**src/rtl/alu_seq_if.sv**
```systemverilog
// Request/result bundle for alu_seq: operands and opcode in, result and flags out.
interface alu_seq_if #(
    parameter int unsigned WIDTH = 16
);
    logic             start;
    logic [3:0]       op_alu;
    logic             s_inm;
    logic [WIDTH-1:0] a;
    logic [WIDTH-1:0] b;
    logic             ready;
    logic             done;
    logic [WIDTH-1:0] y;
    logic             carry;
    logic             overflow;
    logic             zero;
    logic             div0;

    modport master (
        output start, op_alu, s_inm, a, b,
        input  ready, done, y, carry, overflow, zero, div0
    );

    modport slave (
        input  start, op_alu, s_inm, a, b,
        output ready, done, y, carry, overflow, zero, div0
    );
endinterface

```
**src/rtl/alu_seq.sv**
```systemverilog
// Sequential ALU: single-cycle logic/arith ops plus bit-serial multiply and restoring divide.
// Result and flags are registered and change only on the edge that enters DONE.
module alu_seq #(
    parameter int unsigned WIDTH = 16
) (
    input logic        clk,
    input logic        reset,
    alu_seq_if.slave   bus
);
    localparam int unsigned CntW = $clog2(WIDTH);
    localparam logic [CntW-1:0] CntLast = CntW'(WIDTH - 1);

    localparam logic [3:0] OpPass = 4'b0000;
    localparam logic [3:0] OpNot  = 4'b0001;
    localparam logic [3:0] OpAdd  = 4'b0010;
    localparam logic [3:0] OpSub  = 4'b0011;
    localparam logic [3:0] OpAnd  = 4'b0100;
    localparam logic [3:0] OpOr   = 4'b0101;
    localparam logic [3:0] OpNeg0 = 4'b0110;
    localparam logic [3:0] OpNeg1 = 4'b0111;
    localparam logic [3:0] OpMul  = 4'b1000;
    localparam logic [3:0] OpDiv  = 4'b1001;
    localparam logic [3:0] OpRem  = 4'b1010;

    typedef enum logic [1:0] {StIdle, StBusy, StDone} state_e;

    state_e           state_q, state_d;
    logic [3:0]       op_q, op_d;
    logic [CntW-1:0]  cnt_q, cnt_d;
    logic [WIDTH-1:0] hi_q, hi_d;   // product high half / partial remainder
    logic [WIDTH-1:0] lo_q, lo_d;   // multiplier bits / dividend-then-quotient bits
    logic [WIDTH-1:0] b_q, b_d;
    logic [WIDTH-1:0] y_q, y_d;
    logic             carry_q, carry_d;
    logic             ovf_q, ovf_d;
    logic             zero_q, zero_d;
    logic             div0_q, div0_d;

    // Single-cycle datapath, driven straight from the request inputs
    logic [WIDTH:0]   add_sum, sub_dif;
    logic [WIDTH-1:0] sub_m, sub_s, neg_y, alu_y;
    logic             alu_c, alu_v, is_multi;

    always_comb begin
        alu_y   = '0;
        alu_c   = 1'b0;
        alu_v   = 1'b0;
        add_sum = {1'b0, bus.a} + {1'b0, bus.b};
        sub_m   = bus.s_inm ? bus.b : bus.a;
        sub_s   = bus.s_inm ? bus.a : bus.b;
        sub_dif = {1'b0, sub_m} - {1'b0, sub_s};
        neg_y   = (~bus.a) + WIDTH'(1);
        case (bus.op_alu)
            OpPass: alu_y = bus.a;
            OpNot:  alu_y = ~bus.a;
            OpAdd: begin
                alu_y = add_sum[WIDTH-1:0];
                alu_c = add_sum[WIDTH];
                alu_v = (bus.a[WIDTH-1] == bus.b[WIDTH-1]) &&
                        (add_sum[WIDTH-1] != bus.a[WIDTH-1]);
            end
            OpSub: begin
                alu_y = sub_dif[WIDTH-1:0];
                alu_c = sub_dif[WIDTH];
                alu_v = (sub_m[WIDTH-1] != sub_s[WIDTH-1]) &&
                        (sub_dif[WIDTH-1] != sub_m[WIDTH-1]);
            end
            OpAnd:  alu_y = bus.a & bus.b;
            OpOr:   alu_y = bus.a | bus.b;
            OpNeg0, OpNeg1: begin
                alu_y = neg_y;
                alu_v = (bus.a == {1'b1, {(WIDTH - 1){1'b0}}});
            end
            default: ;
        endcase
        is_multi = (bus.op_alu == OpMul) || (bus.op_alu == OpDiv) || (bus.op_alu == OpRem);
    end

    // One iteration of the serial multiply and divide
    logic [WIDTH:0]   mul_sum, div_shift, div_diff;
    logic [WIDTH-1:0] div_rem, div_quo;
    logic             div_ge;

    always_comb begin
        mul_sum   = {1'b0, hi_q} + (lo_q[0] ? {1'b0, b_q} : '0);
        div_shift = {hi_q, lo_q[WIDTH-1]};
        div_diff  = div_shift - {1'b0, b_q};
        // Remainder stays below the divisor, so the top bit of the difference is a pure borrow.
        // With b=0 this degenerates to quotient all ones and remainder equal to a.
        div_ge    = ~div_diff[WIDTH];
        div_rem   = div_ge ? div_diff[WIDTH-1:0] : div_shift[WIDTH-1:0];
        div_quo   = {lo_q[WIDTH-2:0], div_ge};
    end

    logic             res_load, res_c, res_v, res_d0;
    logic [WIDTH-1:0] res_y;

    always_comb begin
        state_d  = state_q;
        op_d     = op_q;
        cnt_d    = cnt_q;
        hi_d     = hi_q;
        lo_d     = lo_q;
        b_d      = b_q;
        y_d      = y_q;
        carry_d  = carry_q;
        ovf_d    = ovf_q;
        zero_d   = zero_q;
        div0_d   = div0_q;
        res_load = 1'b0;
        res_y    = '0;
        res_c    = 1'b0;
        res_v    = 1'b0;
        res_d0   = 1'b0;
        unique case (state_q)
            StIdle: begin
                if (bus.start) begin
                    op_d = bus.op_alu;
                    if (is_multi) begin
                        state_d = StBusy;
                        cnt_d   = '0;
                        hi_d    = '0;
                        lo_d    = bus.a;
                        b_d     = bus.b;
                    end else begin
                        state_d  = StDone;
                        res_load = 1'b1;
                        res_y    = alu_y;
                        res_c    = alu_c;
                        res_v    = alu_v;
                    end
                end
            end
            StBusy: begin
                cnt_d = cnt_q + 1'b1;
                if (op_q == OpMul) begin
                    hi_d = mul_sum[WIDTH:1];
                    lo_d = {mul_sum[0], lo_q[WIDTH-1:1]};
                end else begin
                    hi_d = div_rem;
                    lo_d = div_quo;
                end
                if (cnt_q == CntLast) begin
                    state_d  = StDone;
                    res_load = 1'b1;
                    if (op_q == OpMul) begin
                        res_y = {mul_sum[0], lo_q[WIDTH-1:1]};
                        res_v = |mul_sum[WIDTH:1];
                    end else begin
                        res_y  = (op_q == OpDiv) ? div_quo : div_rem;
                        res_d0 = (b_q == '0);
                    end
                end
            end
            StDone:  state_d = StIdle;
            default: state_d = StIdle;
        endcase
        if (res_load) begin
            y_d     = res_y;
            carry_d = res_c;
            ovf_d   = res_v;
            zero_d  = (res_y == '0);
            div0_d  = res_d0;
        end
    end

    always_ff @(posedge clk) begin
        if (reset) begin
            state_q <= StIdle;
            op_q    <= '0;
            cnt_q   <= '0;
            hi_q    <= '0;
            lo_q    <= '0;
            b_q     <= '0;
            y_q     <= '0;
            carry_q <= 1'b0;
            ovf_q   <= 1'b0;
            zero_q  <= 1'b0;
            div0_q  <= 1'b0;
        end else begin
            state_q <= state_d;
            op_q    <= op_d;
            cnt_q   <= cnt_d;
            hi_q    <= hi_d;
            lo_q    <= lo_d;
            b_q     <= b_d;
            y_q     <= y_d;
            carry_q <= carry_d;
            ovf_q   <= ovf_d;
            zero_q  <= zero_d;
            div0_q  <= div0_d;
        end
    end

    assign bus.ready    = (state_q == StIdle);
    assign bus.done     = (state_q == StDone);
    assign bus.y        = y_q;
    assign bus.carry    = carry_q;
    assign bus.overflow = ovf_q;
    assign bus.zero     = zero_q;
    assign bus.div0     = div0_q;
endmodule

```
**src/flat_wrapper.sv**
```systemverilog
// flat-port wrapper written by rule: the top's interface ports become plain ports
module alu_seq_flat 
#(
    parameter int unsigned WIDTH = 16
)
  (clk, reset, bus_start, bus_op_alu, bus_s_inm, bus_a, bus_b, bus_ready, bus_done, bus_y, bus_carry, bus_overflow, bus_zero, bus_div0);
  alu_seq_if #(.WIDTH(WIDTH)) bus_i ();
  input logic clk;
  input logic reset;
  input wire logic [$bits(bus_i.start)-1:0] bus_start;
  input wire logic [$bits(bus_i.op_alu)-1:0] bus_op_alu;
  input wire logic [$bits(bus_i.s_inm)-1:0] bus_s_inm;
  input wire logic [$bits(bus_i.a)-1:0] bus_a;
  input wire logic [$bits(bus_i.b)-1:0] bus_b;
  output wire logic [$bits(bus_i.ready)-1:0] bus_ready;
  output wire logic [$bits(bus_i.done)-1:0] bus_done;
  output wire logic [$bits(bus_i.y)-1:0] bus_y;
  output wire logic [$bits(bus_i.carry)-1:0] bus_carry;
  output wire logic [$bits(bus_i.overflow)-1:0] bus_overflow;
  output wire logic [$bits(bus_i.zero)-1:0] bus_zero;
  output wire logic [$bits(bus_i.div0)-1:0] bus_div0;
  assign bus_i.start = bus_start;
  assign bus_i.op_alu = bus_op_alu;
  assign bus_i.s_inm = bus_s_inm;
  assign bus_i.a = bus_a;
  assign bus_i.b = bus_b;
  assign bus_ready = bus_i.ready;
  assign bus_done = bus_i.done;
  assign bus_y = bus_i.y;
  assign bus_carry = bus_i.carry;
  assign bus_overflow = bus_i.overflow;
  assign bus_zero = bus_i.zero;
  assign bus_div0 = bus_i.div0;
  alu_seq #(.WIDTH(WIDTH)) u_core (.clk(clk), .reset(reset), .bus(bus_i));
endmodule
```
**config.mk**
```make
export PLATFORM = sky130hd
export DESIGN_NAME = alu_seq_flat
export DESIGN_NICKNAME = d
export VERILOG_FILES = /design/src/rtl/alu_seq_if.sv /design/src/rtl/alu_seq.sv /design/src/flat_wrapper.sv
export SDC_FILE = /design/constraint.sdc
export NUM_CORES = 1
export LEC_CHECK = 0
export ABC_CLOCK_PERIOD_IN_PS = 4650
export BUFFER_PORTS_ARGS = -buffer_cell sky130_fd_sc_hd__buf_4
export CAP_MARGIN = 30
export CORE_MARGIN = 10
export CORE_UTILIZATION = 40
export DETAILED_ROUTE_END_ITERATION = 10
export PLACE_DENSITY = 0.57
export SETUP_SLACK_MARGIN = 0.3
export SYNTH_ARGS = -nofsm -noshare
export SYNTH_HDL_FRONTEND = slang
export SYNTH_SLANG_ARGS = --single-unit
```
**constraint.sdc**
```tcl
create_clock -name clk -period 4.65 [get_ports clk]
set_input_delay 0.465 -clock clk [delete_from_list [all_inputs] [get_ports clk]]
set_output_delay 0.465 -clock clk [all_outputs]
set_load 0.02 [all_outputs]
```
Word-level counts from Yosys, hierarchy flattened
Cells that the tools add are included.
- $add $sub $neg: 6
- eq/ne operators: 23
- muxes and demuxes: 43
- bitwise gates (word level): 4
- reductions and logical operators: 15
- operator list (operator ; count):
    16-bit two-way mux ; 15
    16-bit one-hot mux with 7 select lines ; 1
    16-bit one-hot mux with 2 select lines ; 3
    16-bit logical NOT ; 2
    4-bit equality test (second input constant) ; 6
    16-bit by 16-bit adder with 17-bit output ; 1
    16-bit by 17-bit adder with 17-bit output ; 1
    16-bit by 16-bit subtractor with 17-bit output ; 1
    17-bit by 16-bit subtractor with 17-bit output ; 1
    16-bit by 1-bit adder with 16-bit output (second input constant) ; 1
    16-bit AND ; 1
    16-bit equality test (second input constant) ; 1
    4-bit by 3-bit equality test with 1-bit output (second input constant) ; 4
    16-bit inverter ; 1
    16-bit bitwise OR ; 1
    16-bit OR reduction ; 1
    1-bit two-way mux ; 13
    4-bit by 2-bit equality test with 1-bit output (second input constant) ; 2
    4-bit two-way mux ; 2
    4-bit one-hot mux with 2 select lines ; 1
    2-bit two-way mux ; 3
    1-bit one-hot mux with 2 select lines ; 3
    3-bit AND reduction ; 2
    4-bit by 1-bit adder with 4-bit output (second input constant) ; 1
    17 further kinds ; 23
- register bits: 78
- bits of input ports: 40
- output and inout port bits: 22
- logic and storage cells: 102

Longest topological paths before layout
- depth after elaboration: 8
- gate-level depth with buffers: 18

Least setup slack after synthesis
No wires, ideal clock.
- path kind: input -> register
- from: input bus_s_inm
- to: register u_core.zero_q (netlist: u_core.bus.zero)
- setup time: 0.059 ns
- arrival: 4.135 ns
- data required time: 4.591 ns
- path slack: 0.456 ns
- stages on the path: 17
- cell sequence: clkbuf_1 -> clkbuf_1 -> buf_1 -> mux2i_1 -> ha_1 -> fa_1 -> nor3b_1 -> nor4b_1 -> o31ai_1 -> mux2i_1 -> a21oi_1 -> a311o_1 -> a221oi_2 -> nand4_1 -> nor4_1 -> and4_1 -> a31o_1
- longest elaborated chain between the ends: 7
- RTL lines (what ; line ; text):
    start: declaration ; flat_wrapper.sv:12 ; input wire logic [$bits(bus_i.s_inm)-1:0] bus_s_inm;
    16-bit two-way mux (on tied branches) ; alu_seq.sv:49, alu_seq.sv:50 ;
    16-bit by 16-bit subtractor with 17-bit output (*) ; alu_seq.sv:51 ; sub_dif = {1'b0, sub_m} - {1'b0, sub_s};
    16-bit one-hot mux with 7 select lines (*) ; alu_seq.sv:53 ; case (bus.op_alu)
    16-bit two-way mux (*) ; alu_seq.sv:119 ; if (is_multi) begin
    16-bit two-way mux (*) ; alu_seq.sv:117 ; if (bus.start) begin
    16-bit one-hot mux with 2 select lines (*) ; alu_seq.sv:115 ; unique case (state_q)
    16-bit logical NOT (*) ; alu_seq.sv:162 ; zero_d = (res_y == '0);
    end signal: assignment ; alu_seq.sv:190 ; zero_q <= zero_d;
    end: declaration ; alu_seq.sv:36 ; logic zero_q, zero_d;
Mark *: on every way between the ends. The rest lies on a longest branch, timed or not.
A chain may end at the register's enable or synchronous reset.

Final worst setup path
- from: register u_core.lo_q[15]
- to: register u_core.zero_q (netlist: u_core.bus.zero)
- longest elaborated chain between the ends: 7
- RTL lines (what ; line ; text):
    start: declaration ; alu_seq.sv:31 ; logic [WIDTH-1:0] lo_q, lo_d;
    start signal: assignment ; alu_seq.sv:185 ; lo_q <= lo_d;
    17-bit by 16-bit subtractor with 17-bit output ; alu_seq.sv:87 ; div_diff = div_shift - {1'b0, b_q};
    16-bit two-way mux or 1-bit inverter (tied branches) ; alu_seq.sv:91, alu_seq.sv:90 ;
    16-bit two-way mux ; alu_seq.sv:150 ; res_y = (op_q == OpDiv) ? div_quo : div_rem;
    16-bit two-way mux (*) ; alu_seq.sv:146 ; if (op_q == OpMul) begin
    16-bit two-way mux (*) ; alu_seq.sv:143 ; if (cnt_q == CntLast) begin
    16-bit one-hot mux with 2 select lines (*) ; alu_seq.sv:115 ;
    16-bit logical NOT (*) ; alu_seq.sv:162 ;
Marked as above.

==> reports/metrics.cfg <==
[layout]
post_route_cells_drive_above_1_share = 0.103
multi_input_area_mm2 = 0.00654
regArea_mm2 = 0.00156
fillers = 2205
syn2layout_area_growth_pct = 11.3
n_antenna_cell = 0
final_nets = 1359

[drt]
drtAntennaViolNets = 0
num_vias = 9212
first_pass_iters = 7
drt_first_iter_violations = 833
wl_mm = 31.5
drc = 0
vias_per_cell = 6.07
wl_per_cell_um = 20.8

[job]
drv_cap = 0

[floorplanning]
die_y_um = 167
io_pins = 62
fp.dieW_um = 167
core_mm2 = 0.0212
fp-row-count = 53
initial_core_util = 0.409
dieArea_mm2 = 0.0279

[placed_design]
io_buffer_count = 61
place_hpwl_mm = 23.8
gp_congestion = 0.937
dpl_worst_slack_ns = 0.578

[timing]
grt_setup_unrepaired = no
max-slew-margin-rel = 0.348
tightest_slew_ns = 0.979
finalHoldViolations = 0
setup_violations = 0
skew_ns = 0.00772
postLayoutSetupSlackWorst_ns = 0.583
final.setup.tns_ns = 0
fmax_mhz = 246
slew_viol_final = 0
period_minus_slack_ns = 4.07
fin_crit_sh = 0.875

[clocking]
root_buffer = clkbuf_16
cts_hold_buffers = 0
cts_buffers = 9
cts-resized-gates = 0
h-tree-depth = 3
cts_tree = built
cts_num_sinks = 78
clk_pin_slew_worst_paths_ns = 0.07
clock_latency_ns = 0.35
clk_path_buf_depth = 2

[yosys]
ys_ff_latch = 78
synth_cells = 1216
async_reset_ff_frac = 0
netlist_area_mm2 = 0.00866
synth_fp_nets = 1338
synth-seq-area-share = 0.180
yosysWarnings = 0
avgSynthCellArea_um2 = 7.12
synth-edff-count = 0
synthFlopType = dfxtp_1
ys_types = 79

[critical_path]
critPathCaptureType = flop
critPathLaunchType = flop
critical_path_class = reg2reg
arrival_ns = 4.36
required_ns = 4.94
path_max_fanout = 7

[global_routing]
grt_pass1_wl_mm = 49.7
grt_usage = 0.217
grt.overflow.total = 0
antenna_found_initial = 0
grt_pass1_vias = 8728
grt_max_degree = 77

[min_path]
hp-class = in2reg

[power]
pwr_density_cell_mw_per_mm2 = 254
vdd_ir_drop_max_uv = 161
leakage_nw = 3.99

[status]
status = finished, final reports clean

==> placed cells by master (no fill, tap or decap), types with 5 or more instances in the layout <==
master	instances
or2_2	5
o211ai_1	19
a31oi_1	10
xnor2_1	25
and2_1	22
a211o_1	5
nor3_1	24
a211oi_1	22
inv_1	71
nor2_1	122
ha_1	78
mux2i_1	38
nand3_1	19
and3_1	8
nand4_1	11
a21o_1	13
a221o_1	5
nand3b_1	6
o21ai_0	56
nand2b_1	13
a21oi_1	134
nand2_1	158
o31ai_1	5
a311oi_1	16
o21bai_1	10
or3_1	8
xor2_1	17
nor2b_1	8
dfxtp_1	78
o32ai_1	5
nor4_1	11
nor3b_1	5
o21a_1	7
a221oi_1	5
a22oi_1	11
buf_4	83
o221ai_1	6
clkbuf_16	9
o22ai_1	6
==> layout make-up <==
class,count,share of cell area
Inverter,71,0.0277
Tap cell,275,0.0357
Clock buffer,12,0.0277
Multi-Input combinational cell,994,0.678
Clock inverter,4,0.00390
Timing Repair Buffer,83,0.0647
Sequential cell,78,0.162
==> metal layers <==
metal	vias to the layer above	wire [µm]	global-route usage
met4	0	892	0.0729
met3	53	1850	0.0227
met1	4366	14200	0.290
li1	4460	-	-
met5	-	0	0
met2	333	14500	0.354
==> path summary, 6_finish.rpt <==
check | startpoint | end | slack (ns) | cells after the start
setup / recovery | u_core.lo_q[15] | u_core.bus.zero | 0.58 | 16
hold / removal | bus_b[15] | u_core.b_q[15] | 0.40 | 3
setup reg to reg | u_core.lo_q[15] | u_core.bus.zero | 0.58 | 16
hold reg to reg | u_core.op_q[2] | u_core.op_q[2] | 0.46 | 2
==> synthesized netlist by cell type, types with 5 or more instances <==
master,n,share of area
a211o_1,5,0.0051
a211oi_1,22,0.019
a21o_1,13,0.011
a21oi_1,134,0.077
a221o_1,5,0.0058
a221oi_1,5,0.0051
a22oi_1,11,0.0095
a311oi_1,16,0.016
a31oi_1,10,0.0072
and2_1,22,0.016
and3_1,8,0.0058
buf_2,6,0.0035
buf_6,6,0.0078
clkbuf_1,55,0.024
dfxtp_1,78,0.18
ha_1,78,0.11
inv_1,71,0.031
mux2i_1,38,0.044
nand2_1,158,0.069
nand2b_1,13,0.0094
nand3_1,19,0.011
nand3b_1,6,0.0052
nand4_1,11,0.0080
nor2_1,124,0.054
nor2b_1,9,0.0065
nor3_1,24,0.014
nor3b_1,5,0.0043
nor4_1,12,0.0087
nor4b_1,6,0.0061
o211ai_1,19,0.016
o21a_1,7,0.0061
o21ai_0,56,0.032
o21bai_1,10,0.0087
o221ai_1,6,0.0061
o22ai_1,6,0.0043
o31ai_1,5,0.0043
o32ai_1,5,0.0051
or2_2,5,0.0036
or3_1,8,0.0058
xnor2_1,25,0.025
xor2_1,17,0.017
==> state kept, by name, indices dropped and copies added, names as in the netlist <==
register and cells:
u_core.bus.y 16, u_core.bus.overflow 1, u_core.op_q 4, u_core.state_q 2, u_core.lo_q 16, u_core.bus.zero 1
u_core.cnt_q 4, u_core.bus.div0 1, u_core.bus.carry 1, u_core.hi_q 16, u_core.b_q 16
==> cells by family (layout without fill, tap and decap cells) <==
logic type,count (synthesis),after routing,share of synthesized area
and+or+nand+nor,451,451,0.249
muxes,41,41,0.0478
AOI/OAI and AO/OA,378,378,0.289
xor gates and xnor gates,42,42,0.0425
buffers and inverters,144,170,0.0698
DFF,78,78,0.180
adders and majority gates,82,82,0.122
==> per-stage QoR <==
stage	std cells	hold WS (ns)	utilization	area (µm²)	power, mW
after floorplan	1216	0.436	-	8660	1.40
after global placement	1497	0.445	0.440	9300	1.68
after detailed placement	1497	0.450	0.440	9300	1.68
after CTS	1513	0.399	0.454	9610	2.41
after global routing	1517	0.421	0.455	9640	2.57
final	1517	0.403	0.455	9640	2.44
==> what timing repair did <==
item,in CTS,in global routing
endpoints found under the hold margin,0,0
endpoints found under the setup margin,0,1
setup buffers,0,4
==> critical path, stage by stage, from the launching register on <==
cell and delay (ns):
dfxtp_1 0.36, inv_1 0.10, ha_1 0.17, inv_1 0.05, fa_1 0.43, a211oi_1 0.38, o21ai_0 0.19, a21boi_1 0.23
nand2_1 0.17, a31oi_4 0.30, buf_4 0.21, mux2_2 0.41, a221oi_2 0.27, nand4_1 0.18, nor4_1 0.21, and4_1 0.22
a31o_1 0.14
==> report_power, final <==
group / internal (mW) / total (mW) / switching, mW / leakage (nW)
clock network: 0.414 / 0.733 / 0.319 / 0.151
logic: 0.386 / 0.983 / 0.597 / 3.20
registers: 0.695 / 0.727 / 0.0313 / 0.633
Power figures use the tool's default switching activity.
